--- src/rtl/bomberman_pkg.sv ---
// Shared definitions for the bomberman HUD/display blocks.
// Holds the scheduler state encoding and the display width/limit constants
// used by the BCD conversion scheduler and its helpers.
package bomberman_pkg;

  typedef enum logic [1:0] {
    S_IDLE  = 2'd0,
    S_ISSUE = 2'd1,
    S_WAIT  = 2'd2
  } sched_state_t;

  // Four packed BCD digits {bcd3,bcd2,bcd1,bcd0}
  localparam int BCD_W    = 16;
  // Largest value a 4-digit display can show
  localparam int DISP_MAX = 9999;

endpackage

--- src/rtl/rr_arbiter.sv ---
// Combinational round-robin arbiter.
// Searches the pending vector starting one position above last_grant,
// wrapping at N_REQ, and returns the first set bit.
// Ports:
//   pending    - request vector, one bit per requester
//   last_grant - index granted most recently
//   grant      - selected index (0 when valid is low)
//   valid      - at least one pending bit was found
module rr_arbiter #(
  parameter int  N_REQ = 3,
  localparam int GW    = (N_REQ > 1) ? $clog2(N_REQ) : 1
) (
  input  logic [N_REQ-1:0] pending,
  input  logic [GW-1:0]    last_grant,
  output logic [GW-1:0]    grant,
  output logic             valid
);

  int idx;

  always_comb begin
    grant = '0;
    valid = 1'b0;
    idx   = 0;
    // k = N_REQ wraps back to last_grant itself, so a lone repeat requester
    // is still served.
    for (int k = 1; k <= N_REQ; k++) begin
      idx = int'(last_grant) + k;
      if (idx >= N_REQ) idx = idx - N_REQ;
      if (!valid && pending[idx]) begin
        valid = 1'b1;
        grant = GW'(idx);
      end
    end
  end

endmodule

--- src/rtl/bcd_convert_scheduler.sv ---
// Shares one binary-to-BCD converter among N_REQ display requesters
// (player score, high score, round timer). Requests are captured into
// per-requester holding registers, served round-robin, and the 4-digit BCD
// result is held per requester for the HUD drivers.
// Ports:
//   clk, reset_n  - clock, asynchronous active-low reset
//   req, value    - request pulses and packed binary values (slice i at i*DW)
//   conv_start    - one-cycle start pulse to the converter
//   conv_in       - value under conversion, held until done/abort
//   conv_done     - converter completion pulse, conv_bcd valid with it
//   conv_bcd      - converter result
//   bcd_out       - held BCD result per requester (slice i at i*16)
//   updated       - one-cycle pulse per slice when it is rewritten
//   busy          - high while a conversion is being issued or awaited
//   grant_id      - requester currently or most recently serviced
//   timeout_err   - sticky flag, converter failed to answer in time
module bcd_convert_scheduler
  import bomberman_pkg::*;
#(
  parameter int  N_REQ   = 3,
  parameter int  DW      = 14,
  parameter int  TIMEOUT = 64,
  parameter int  MAX_VAL = DISP_MAX,
  localparam int GW      = (N_REQ > 1) ? $clog2(N_REQ) : 1
) (
  input  logic                   clk,
  input  logic                   reset_n,
  input  logic [N_REQ-1:0]       req,
  input  logic [N_REQ*DW-1:0]    value,
  output logic                   conv_start,
  output logic [DW-1:0]          conv_in,
  input  logic                   conv_done,
  input  logic [BCD_W-1:0]       conv_bcd,
  output logic [N_REQ*BCD_W-1:0] bcd_out,
  output logic [N_REQ-1:0]       updated,
  output logic                   busy,
  output logic [GW-1:0]          grant_id,
  output logic                   timeout_err
);

  localparam int CW = $clog2(TIMEOUT + 1);

  sched_state_t     state, state_nxt;
  logic [N_REQ-1:0] pending, pending_nxt;
  logic [DW-1:0]    held_val [N_REQ];
  logic [DW-1:0]    sel_val;
  logic [GW-1:0]    last_grant;
  logic [GW-1:0]    arb_grant;
  logic             arb_valid;
  logic [CW-1:0]    cnt;
  logic             do_grant, do_done, do_tmo;

  function automatic logic [DW-1:0] sat_val(input logic [DW-1:0] v);
    if (int'(v) > MAX_VAL) return DW'(MAX_VAL);
    return v;
  endfunction

  rr_arbiter #(.N_REQ(N_REQ)) u_arb (
    .pending    (pending),
    .last_grant (last_grant),
    .grant      (arb_grant),
    .valid      (arb_valid)
  );

  // Next state and one-cycle control strobes
  always_comb begin
    state_nxt = state;
    do_grant  = 1'b0;
    do_done   = 1'b0;
    do_tmo    = 1'b0;
    case (state)
      S_IDLE: begin
        if (arb_valid) begin
          do_grant  = 1'b1;
          state_nxt = S_ISSUE;
        end
      end
      S_ISSUE: state_nxt = S_WAIT;
      S_WAIT: begin
        // done takes priority over a coincident timeout
        if (conv_done) begin
          do_done   = 1'b1;
          state_nxt = S_IDLE;
        end else if (cnt == CW'(TIMEOUT - 1)) begin
          do_tmo    = 1'b1;
          state_nxt = S_IDLE;
        end
      end
      default: state_nxt = S_IDLE;
    endcase
  end

  // A grant clears its pending bit unless the same requester posts again
  // in that cycle; the new value then waits for its own turn.
  always_comb begin
    pending_nxt = pending | req;
    sel_val     = '0;
    for (int i = 0; i < N_REQ; i++) begin
      if (arb_grant == GW'(i)) sel_val = held_val[i];
      if (do_grant && arb_grant == GW'(i) && !req[i]) pending_nxt[i] = 1'b0;
    end
  end

  assign conv_start = (state == S_ISSUE);
  assign busy       = (state != S_IDLE);

  // Capture stage: latest request value per requester, saturated
  always_ff @(posedge clk) begin
    for (int i = 0; i < N_REQ; i++) begin
      if (req[i]) held_val[i] <= sat_val(value[i*DW +: DW]);
    end
  end

  // Schedule/result stage
  always_ff @(posedge clk or negedge reset_n) begin
    if (!reset_n) begin
      state       <= S_IDLE;
      pending     <= '0;
      conv_in     <= '0;
      grant_id    <= '0;
      last_grant  <= GW'(N_REQ - 1);
      cnt         <= '0;
      bcd_out     <= '0;
      updated     <= '0;
      timeout_err <= 1'b0;
    end else begin
      state   <= state_nxt;
      pending <= pending_nxt;
      updated <= '0;
      if (do_grant) begin
        conv_in    <= sel_val;
        grant_id   <= arb_grant;
        last_grant <= arb_grant;
      end
      if (state == S_ISSUE)     cnt <= '0;
      else if (state == S_WAIT) cnt <= cnt + 1'b1;
      if (do_done) begin
        for (int i = 0; i < N_REQ; i++) begin
          if (grant_id == GW'(i)) begin
            bcd_out[i*BCD_W +: BCD_W] <= conv_bcd;
            updated[i]                <= 1'b1;
          end
        end
      end
      if (do_tmo) timeout_err <= 1'b1;
    end
  end

endmodule

--- config.mk ---
export PLATFORM = sky130hd
export DESIGN_NAME = bcd_convert_scheduler
export DESIGN_NICKNAME = d
export VERILOG_FILES = /design/src/rtl/bomberman_pkg.sv /design/src/rtl/rr_arbiter.sv /design/src/rtl/bcd_convert_scheduler.sv
export SDC_FILE = /design/constraint.sdc
export NUM_CORES = 1
export LEC_CHECK = 0
export ABC_AREA = 1
export CAP_MARGIN = 30
export CORE_MARGIN = 5
export CORE_UTILIZATION = 46
export DETAILED_ROUTE_END_ITERATION = 8
export PLACE_DENSITY_LB_ADDON = 0.05
export SLEW_MARGIN = 20
export SYNTH_ARGS = -nofsm -noshare
export SYNTH_HDL_FRONTEND = slang
export SYNTH_HIERARCHICAL = 1
export SYNTH_SLANG_ARGS = --single-unit
--- constraint.sdc ---
create_clock -name clk -period 3.8 [get_ports clk]
set_input_delay 0.76 -clock clk [delete_from_list [all_inputs] [get_ports clk]]
set_output_delay 0.76 -clock clk [all_outputs]
set_load 0.01 [all_outputs]
==> impl.org, run 1 <==
** Global route
- Global routing used a little under a fifth of the available tracks.
- Vias in the first global route :: ~4,300
- Initial antenna violation count :: 0
- The first global-routing pass estimated ~21,000 um of wire.
- Entering global routing, the biggest net connects between 40 and 50 pins.
- After global routing the overflow that remains totals 0.

** Place
- Routability Congestion :: roughly 0.83
- Total placed cells including tap cells :: around 840
- DP Wirelength :: about 9600 um
- In this run the tool buffered the top-level ports with roughly 130 buffer cells.

** STA
- Setup violations remaining at the end of the flow were counted as 0.
- Shortest period the worst path allows :: 3.120 ns
- The final critical path takes up 82.11% of the cycle.
- Worst slew slack as a fraction of its limit :: roughly 46%
- Static timing analysis puts the maximum clock frequency at about 320 MHz.
- Setup repair after global routing left no endpoint under its margin.
- The number of pins with negative max-slew slack in the final report is 0.
- Hold violation total from the final report :: 0
- Between clock sinks in the finished design, the worst skew comes to ~0.011 ns.
- Worst-margin pin slew :: just over 0.8 ns
- Setup total negative slack on the finished layout was measured at 0 ns.

** Floorplanning
- Die boundary width :: roughly 120 um
- Die Footprint :: ~0.014 mm^2
- Chip Height :: roughly 120 um
- Rows :: 40
- The total area inside the core boundary comes to around 0.012 mm^2.
- around 130 I/O pins were placed.
- Initial standard-cell utilization of the core :: a little under half

** Setup path
- In this run the worst setup path begins at grant_id[0].
- CP max stage delay :: about 0.6 ns
- The cell that appears most often on the critical path is sky130_fd_sc_hd__nand2_1.
- Worst R2R End :: conv_in[2]
- Of all nets on the critical path, the largest fanout is 18.
- STA puts the critical path data arrival time at between 3 and 4 ns.
- The critical path is of the flip-flop to flip-flop type.
- The critical path ends at conv_in[2].
- Worst-path cell chain :: inv_1 -> ha_1 -> inv_2 -> nand2_1 -> nand3_2 -> nand2_2 -> nand2_1 -> nor2_2 -> nand2_1 -> nand2_1 -> inv_2 -> nand3_1 -> nand3_1 -> nand2_1 -> nand2_1
- The number of cells on the worst reg-to-reg path is 15.
- STA classifies the critical path startpoint as a flip-flop.
- Cell type of the slowest stage on the worst timing path :: sky130_fd_sc_hd__nand2_1
- Register-to-Register Setup Slack :: 0.68 ns
- In this run the critical register-to-register path is launched from grant_id[0].
- Kind of end point of the critical path :: flip-flop
- Data on the critical path is required at its endpoint by between 4 and 5 ns.

** Final layout
- For this run, the number of standard cells in the final layout without fillers is approximately 870.
- Fraction of layout instances using a drive strength above 1 :: 9.040%
- At the end of the flow, the number of nets in the layout was approximately 780.
- After filler insertion, the fill cell instance count of the layout stands at 1,015.
- The repair_antennas step left the layout with diodes totalling 0.
- Area added between synthesis and finish :: 34.29%

** CTS
- The longest clock path from root to sink contains 2 buffers.
- Once the clock tree was built, the resizer swapped 0 gates to a different size.
- In this run the post-CTS setup repair buffer count came out at 0.
- The later pin in the worst-skew pair is clocked with a latency of 0.41 ns.
- The root buffer cell chosen for the clock tree is sky130_fd_sc_hd__clkbuf_16.
- CTS tree :: done
- Depth of the CTS H-tree :: 4
- TritonCTS Sinks :: ~120
- Clock-pin slew was measured on the worst setup and hold paths at 0.05 ns.
- TritonCTS created 17 clock buffers.
- In this run, post-CTS hold repair placed 0 buffers.

** Pwr
- Seq pwr share :: between 30% and 40%
- Combinational power share :: 42.2%
- Net switching is 36.62% of the power.
- Leakage power of the design :: roughly 3.4 nW
- The worst-case IR drop observed on VDD is a little under 0.4 mV.
- Clock share of power :: approximately a quarter
- Power density of the placed cells :: around 850 mW/mm^2
- Psw :: roughly 2.3 mW
- P_int :: approximately 4 mW
- Final Total Pwr :: approximately 6.3 mW

** Synthesis
- Flip-flop cell with the highest count after synthesis :: sky130_fd_sc_hd__dfrtp_1
- The synthesized design contains 42 enable-type register cells.
- Average instance area after synthesis :: between 9 and 10 um^2
- The largest total area in the synthesized netlist belongs to sky130_fd_sc_hd__dfrtp_1.
- Share of async-settable or async-resettable flops after synthesis :: about 66%
- Synth warn :: 6
- The synthesized design contains roughly 120 register bits.
- Syn Nets :: between 600 and 700
- By count the netlist is led by 177 x sky130_fd_sc_hd__nand2_1, 80 x sky130_fd_sc_hd__dfrtp_1, 62 x sky130_fd_sc_hd__inv_1.
- The cell count after synthesis came out at around 580.
- Top-count cell post-synth :: sky130_fd_sc_hd__nand2_1
- Fraction of the yosys area taken by sequential cells :: 59.12%
- By area the synthesized netlist is led by sky130_fd_sc_hd__dfrtp_1 36%, sky130_fd_sc_hd__edfxtp_1 23%, sky130_fd_sc_hd__nand2_1 12%.
- Area of the mapped netlist :: roughly 0.0056 mm^2
- Of the post-synthesis cell area, the dominant cell type holds 35.98%.
- The number of different library cells used by synthesis comes to 29.

** Routing
- Across all layers, the routed design uses between 4,000 and 5,000 vias.
- Average detailed-routed wire length per instance :: about 15 um
- The first TritonRoute pass finished after 5 iterations.
- The first routing iteration left around 290 violations.
- Average vias per placed instance :: approximately 5
- In this run the remaining antenna-violating nets after routing total 0.
- Routed Wire Length :: around 13,000 um
- For this run, design rule violations remaining after detail routing come to 0.

** Min path
- The min-delay analysis places its worst path in the category input pin to async pin.

** Run status
- Outcome :: finished, final reports clean

** Flow run
- The tool flagged a number of max-cap violations equal to 0.
==> metrics by stage <==
| step | util [%] | setup slack, ns | hold WS, ns | area [um^2] |
|---|---|---|---|---|
| final | 62.73 | 0.6798 | 0.3559 | 7472 |
| after CTS | 62.73 | 0.7313 | 0.3711 | 7472 |
| after global placement | 57.61 | 0.9457 | 0.4666 | 6862 |
| after detailed placement | 57.77 | 0.7564 | 0.4681 | 6882 |
| after floorplan | - | 1.553 | 0.4566 | 5564 |
| after global routing | 62.73 | 0.3745 | 0.3982 | 7472 |
==> worst min path at each step <==
stage	endpoint	slack, ns
after global placement	conv_in[11]	0.47
after global routing	cnt[4]	0.40
after floorplan	bcd_out[0]	0.46
after CTS	cnt[4]	0.37
after detailed placement	bcd_out[41]	0.47
final	cnt[5]	0.36
==> power by group through the flow <==
stage / registers [mW] / clock network (mW) / logic [mW]
5_1_grt: 2.13 / 1.67 / 2.97
3_5_place_dp: 2.10 / 0 / 2.68
4_1_cts: 2.09 / 1.60 / 2.69
6_report: 2.08 / 1.58 / 2.67
2_1_floorplan: 2.19 / 0 / 1.62
3_3_place_gp: 2.09 / 0 / 2.60
==> registers in the layout (all words and copies together), names as in the netlist <==
signal,count
bcd_out,48
cnt,7
conv_in,14
grant_id,2
held_val,42
last_grant,1
pending,3
state,2
timeout_err,1
updated,3
==> metal layers <==
layer,vias to the layer above,part of all wire (%),track usage (%)
met3,23,5.6,5.042
li1,2139,-,-
met2,141,49,31.26
met4,0,2.4,8.017
met5,-,0,0
met1,1944,43,23.10
==> cells in the final DEF (no fill, tap or decap), types with 2 or more instances in the layout <==
cell type                           n
sky130_fd_sc_hd__clkinv_2           2
sky130_fd_sc_hd__clkbuf_1           3
sky130_fd_sc_hd__clkinvlp_4         2
sky130_fd_sc_hd__o21ai_1           21
sky130_fd_sc_hd__nand2_2            3
sky130_fd_sc_hd__o21ai_0           19
sky130_fd_sc_hd__clkdlybuf4s50_1  132
sky130_fd_sc_hd__nor2_2             4
sky130_fd_sc_hd__clkbuf_8           5
sky130_fd_sc_hd__o21ai_2           16
sky130_fd_sc_hd__buf_4              2
sky130_fd_sc_hd__nand2_1          177
sky130_fd_sc_hd__nand4_1           15
sky130_fd_sc_hd__inv_2              4
sky130_fd_sc_hd__nor2_1            25
sky130_fd_sc_hd__a21boi_0          18
sky130_fd_sc_hd__clkbuf_16         17
sky130_fd_sc_hd__edfxtp_1          42
sky130_fd_sc_hd__bufinv_16          2
sky130_fd_sc_hd__a21oi_1            6
sky130_fd_sc_hd__inv_1             62
sky130_fd_sc_hd__dfrtp_1           80
sky130_fd_sc_hd__ha_1               8
sky130_fd_sc_hd__nand3_1           44
==> cells by family after synthesis <==
| kind of cell | after synthesis | synth area share [%] |
|---|---|---|
| compound gates | 83 | 9.490 |
| fa+ha+maj | 8 | 1.799 |
| buf+inv | 93 | 8.567 |
| flops | 123 | 59.12 |
| simple gates | 272 | 21.03 |
==> critical path, delay by kind of cell (launching register included) <==
kind	cells	cell delay [ns]
DFF	1	0.58
buffers and inverters	3	0.56
and+or+nand+nor	11	1.41
adders and majority gates	1	0.46
==> cell type report <==
| type | count | area, um^2 | area share [%] |
|---|---|---|---|
| Inverter | 67 | 254.0 | 3.399 |
| Tap cell | 147 | 183.9 | 2.461 |
| Clock inverter | 6 | 85.08 | 1.139 |
| Sequential cell | 123 | 3289 | 44.02 |
| Clock buffer | 25 | 505.5 | 6.765 |
| Multi-Input combinational cell | 363 | 1798 | 24.06 |
| Timing Repair Buffer | 135 | 1356 | 18.15 |
(Power assumes the default switching activity.)
==> run 2, diff against run 1 <==
==> constraint.sdc (replaced) <==
create_clock -name clk -period 3 [get_ports clk]
set_input_delay 0.6 -clock clk [delete_from_list [all_inputs] [get_ports clk]]
set_output_delay 0.6 -clock clk [all_outputs]
set_load 0.01 [all_outputs]
==> impl.org, run 2 (same netlist as run 1, synthesis figures left out) <==
** Run status
- Outcome :: finished, final reports clean

** CTS
- TritonCTS built the clock tree.
- Post-CTS resize count :: 0 (unchanged)
- The setup fix buffers added after clock tree synthesis was 0 (unchanged).
- The clock latency on the worst-skew pair is 0.41 ns (about the same).
- Cts bufs inserted :: 17 (unchanged)
- Maximum buffer depth of the clock tree :: 2 (unchanged)
- CTS clock-pin slew for the worst setup and hold paths :: 0.06 ns (about the same)
- The CTS sink count came to 123 (unchanged).
- The hold buffer count at cts came to 0 (unchanged).
- Root cell of the clock tree :: sky130_fd_sc_hd__clkbuf_16
- The H-tree depth is 4 (unchanged).

** Setup path
- In this run the worst setup path begins at last_grant[1].
- Worst reg2reg startpoint :: last_grant[1]
- Reg2Reg Depth :: 15 (unchanged)
- Register-to-Register Setup Slack :: 0.46 ns (-0.22 ns)
- CP arrival :: 2.83 ns (-0.58 ns)
- The setup path with the least slack is of type flip-flop to flip-flop.
- The endpoint identified for the worst register-to-register timing path is conv_in[9].
- CP required :: 3.29 ns (-0.80 ns)
- Critical path endpoint :: conv_in[9]
- Category of the worst setup path launch point :: flip-flop
- CP Max Fanout :: 15 (-3)
- The worst setup path is captured at a flip-flop.

** STA
- The share of the cycle needed by the critical path after routing is 84.52% (+2.4 points).
- The transition time of the tightest slew-check pin was 0.7883 ns (-0.01809 ns).
- Final setup fails :: 0 (unchanged)
- RSZ-0062 raised after global routing :: no
- Hold violation total from the final report :: 0 (unchanged)
- The number of pins with negative max-slew slack in the final report came to 0 (unchanged).
- The maximum achievable frequency is 394.4 MHz (+23%).
- Shortest period the worst path allows :: 2.536 ns (-0.5845 ns)
- The post-route clock skew came to 0.008993 ns (-0.001545 ns).
- Worst slew slack as a fraction of its limit :: 47.26% (+1.2 points)
- The setup TNS came to 0 ns (unchanged).
- Final Worst Setup Slack :: 0.4643 ns (-0.2155 ns)

** Final layout
- Largest registers ranked by flip-flop count :: bcd_out: 48 flops, held_val: 42 flops, conv_in: 14 flops
- The layout filler cell count is 985 (-3.0%).
- Compared with the post-synthesis result, the final layout area differs by 35.93%.
- The number of flip-flops under the largest register name was 48 (unchanged).
- Leading cell types in the layout, fill and taps excluded :: 176 x sky130_fd_sc_hd__nand2_1, 132 x sky130_fd_sc_hd__clkdlybuf4s50_1, 80 x sky130_fd_sc_hd__dfrtp_1, 62 x sky130_fd_sc_hd__inv_1, 44 x sky130_fd_sc_hd__nand3_1
- The library cell used most frequently in the layout, excluding fill and tap cells, is sky130_fd_sc_hd__nand2_1.
- The number of standard cells in the layout, taps in and fillers out is 869 (+0.35%).
- Layout Utilization :: 63.50% (+0.77 points)
- The count of antenna diodes in the layout came to 0 (unchanged).
- The number of nets in the layout is 781 (+0.26%).
- Fraction of layout instances using a drive strength above 1 :: 9.834% (+0.79 points)
- The register with the most flip-flops in the final layout is bcd_out.

** Global route
- Global router's overall resource usage :: 18.55% (-0.26 points)
- Total grt overflow :: 0 (unchanged)
- Vias in the first global route :: 4,225 (-1.7%)
- Initial antenna violation count :: 0 (unchanged)
- Maximum number of pins on one net before global-route repair :: 60 (+33%)
- First-pass GRT wire length :: 20,970 um (-1.3%)

** Place
- Total placed cells including tap cells :: 837 (+0.24%)
- The worst setup slack after placement is 0.2683 ns (-0.4881 ns).
- IO buf count :: 133 (unchanged)
- DP Wirelength :: 9489 um (-0.91%)
- Routability Congestion :: 0.8202 (-1.4%)

** Floorplanning
- Die boundary width :: 120.0 um (unchanged)
- The area of the placeable core was 0.01191 mm^2 (unchanged).
- Rows :: 40 (unchanged)
- The initial core utilization is 46.71% (unchanged).
- The die outline height is 120.0 um (unchanged).
- Top Ports :: 134 (unchanged)
- Die Footprint :: 0.01440 mm^2 (unchanged)

** Min path
- The min-delay analysis places its worst path in the category input pin to async pin.

** Routing
- The detailed-route wire length per cell is 14.79 um (-1.0%).
- The number of antenna-violating nets in the routed design is 0 (unchanged).
- 1st-pass router iterations :: 4 (-1)
- Detailed-route DRC error count :: 0 (unchanged)
- The final wirelength is 12,850 um (-0.70%).
- Total via count after detailed routing :: 4,258 (+0.26%)
- Starting DRT DRC Count :: 307 (+6.6%)
- Average vias per placed instance :: 4.900 (about the same)

** Pwr
- Power density of the placed cells :: 1092 mW/mm^2 (+29%)
- The total power after layout came to 8.260 mW (+30%).
- The static leakage power came to 3.481 nW (+1.2%).
- The maximum resistive drop on vdd was 0.4575 mV (+17%).

** Flow run
- Number of max-cap violations :: 0 (unchanged)
[run 2: cell types whose count changed in the layout (fill, tap and decap cells not counted), moves of 2 or more]
cell / delta
sky130_fd_sc_hd__buf_4: +2
sky130_fd_sc_hd__clkbuf_8: -2
sky130_fd_sc_hd__clkbuf_1: -2
sky130_fd_sc_hd__bufinv_16: +2
[run 2: routing by layer]
| metal | routed length [um] | global-route usage [%] |
|---|---|---|
| met3 | 758 | 5.514 |
| met5 | 0 | 0 |
| met4 | 364 | 8.232 |
| met2 | 6207 | 30.70 |
| met1 | 5523 | 22.43 |
[run 2: critical path, cell delays in order, from the launching register on]
cell and delay, ns:
sky130_fd_sc_hd__dfstp_2 0.54, sky130_fd_sc_hd__inv_1 0.05, sky130_fd_sc_hd__ha_1 0.42, sky130_fd_sc_hd__inv_2 0.10
sky130_fd_sc_hd__nand2_1 0.09, sky130_fd_sc_hd__nand3_2 0.07, sky130_fd_sc_hd__nand2_2 0.09, sky130_fd_sc_hd__nand2_1 0.08
sky130_fd_sc_hd__nor2_2 0.10, sky130_fd_sc_hd__nand2_1 0.06, sky130_fd_sc_hd__nand2_1 0.25, sky130_fd_sc_hd__inv_2 0.18
sky130_fd_sc_hd__nand3_1 0.16, sky130_fd_sc_hd__nand3_1 0.09, sky130_fd_sc_hd__nand2_1 0.08, sky130_fd_sc_hd__nand2_1 0.05
[run 2: how the worst min path moves through the flow]
| stage | to | startpoint | cells after the start | slack (ns) |
|---|---|---|---|---|
| final | cnt[4] | reset_n | 1 | 0.10 |
| after floorplan | bcd_out[0] | reset_n | 0 | 0.30 |
| after global routing | cnt[4] | reset_n | 1 | 0.11 |
| after detailed placement | timeout_err | timeout_err | 1 | 0.46 |
| after global placement | bcd_out[44] | bcd_out[44] | 2 | 0.46 |
| after CTS | cnt[4] | reset_n | 1 | 0.1 |
[run 2: through the flow]
stage | hold slack [ns] | cell area [um^2]
4_1_cts | 0.09575 | 7561
3_5_place_dp | 0.4568 | 6904
5_1_grt | 0.1055 | 7564
6_report | 0.1024 | 7564
2_1_floorplan | 0.3044 | 5564
3_3_place_gp | 0.4649 | 6877
[run 2: report_power, final]
group,internal (mW),total (mW),switching (mW)
Clock,1.50,2.22,0.715
Combinational,1.49,3.43,1.94
Sequential,2.29,2.61,0.317
[run 2: final cells by class]
class,count,area [um^2],area share [%]
Timing Repair Buffer,137,1379,18.23
Clock buffer,22,495.5,6.551
Tap cell,147,183.9,2.432
Sequential cell,123,3289,43.49
Clock inverter,10,161.4,2.134
Multi-Input combinational cell,363,1800,23.80
Inverter,67,254.0,3.358
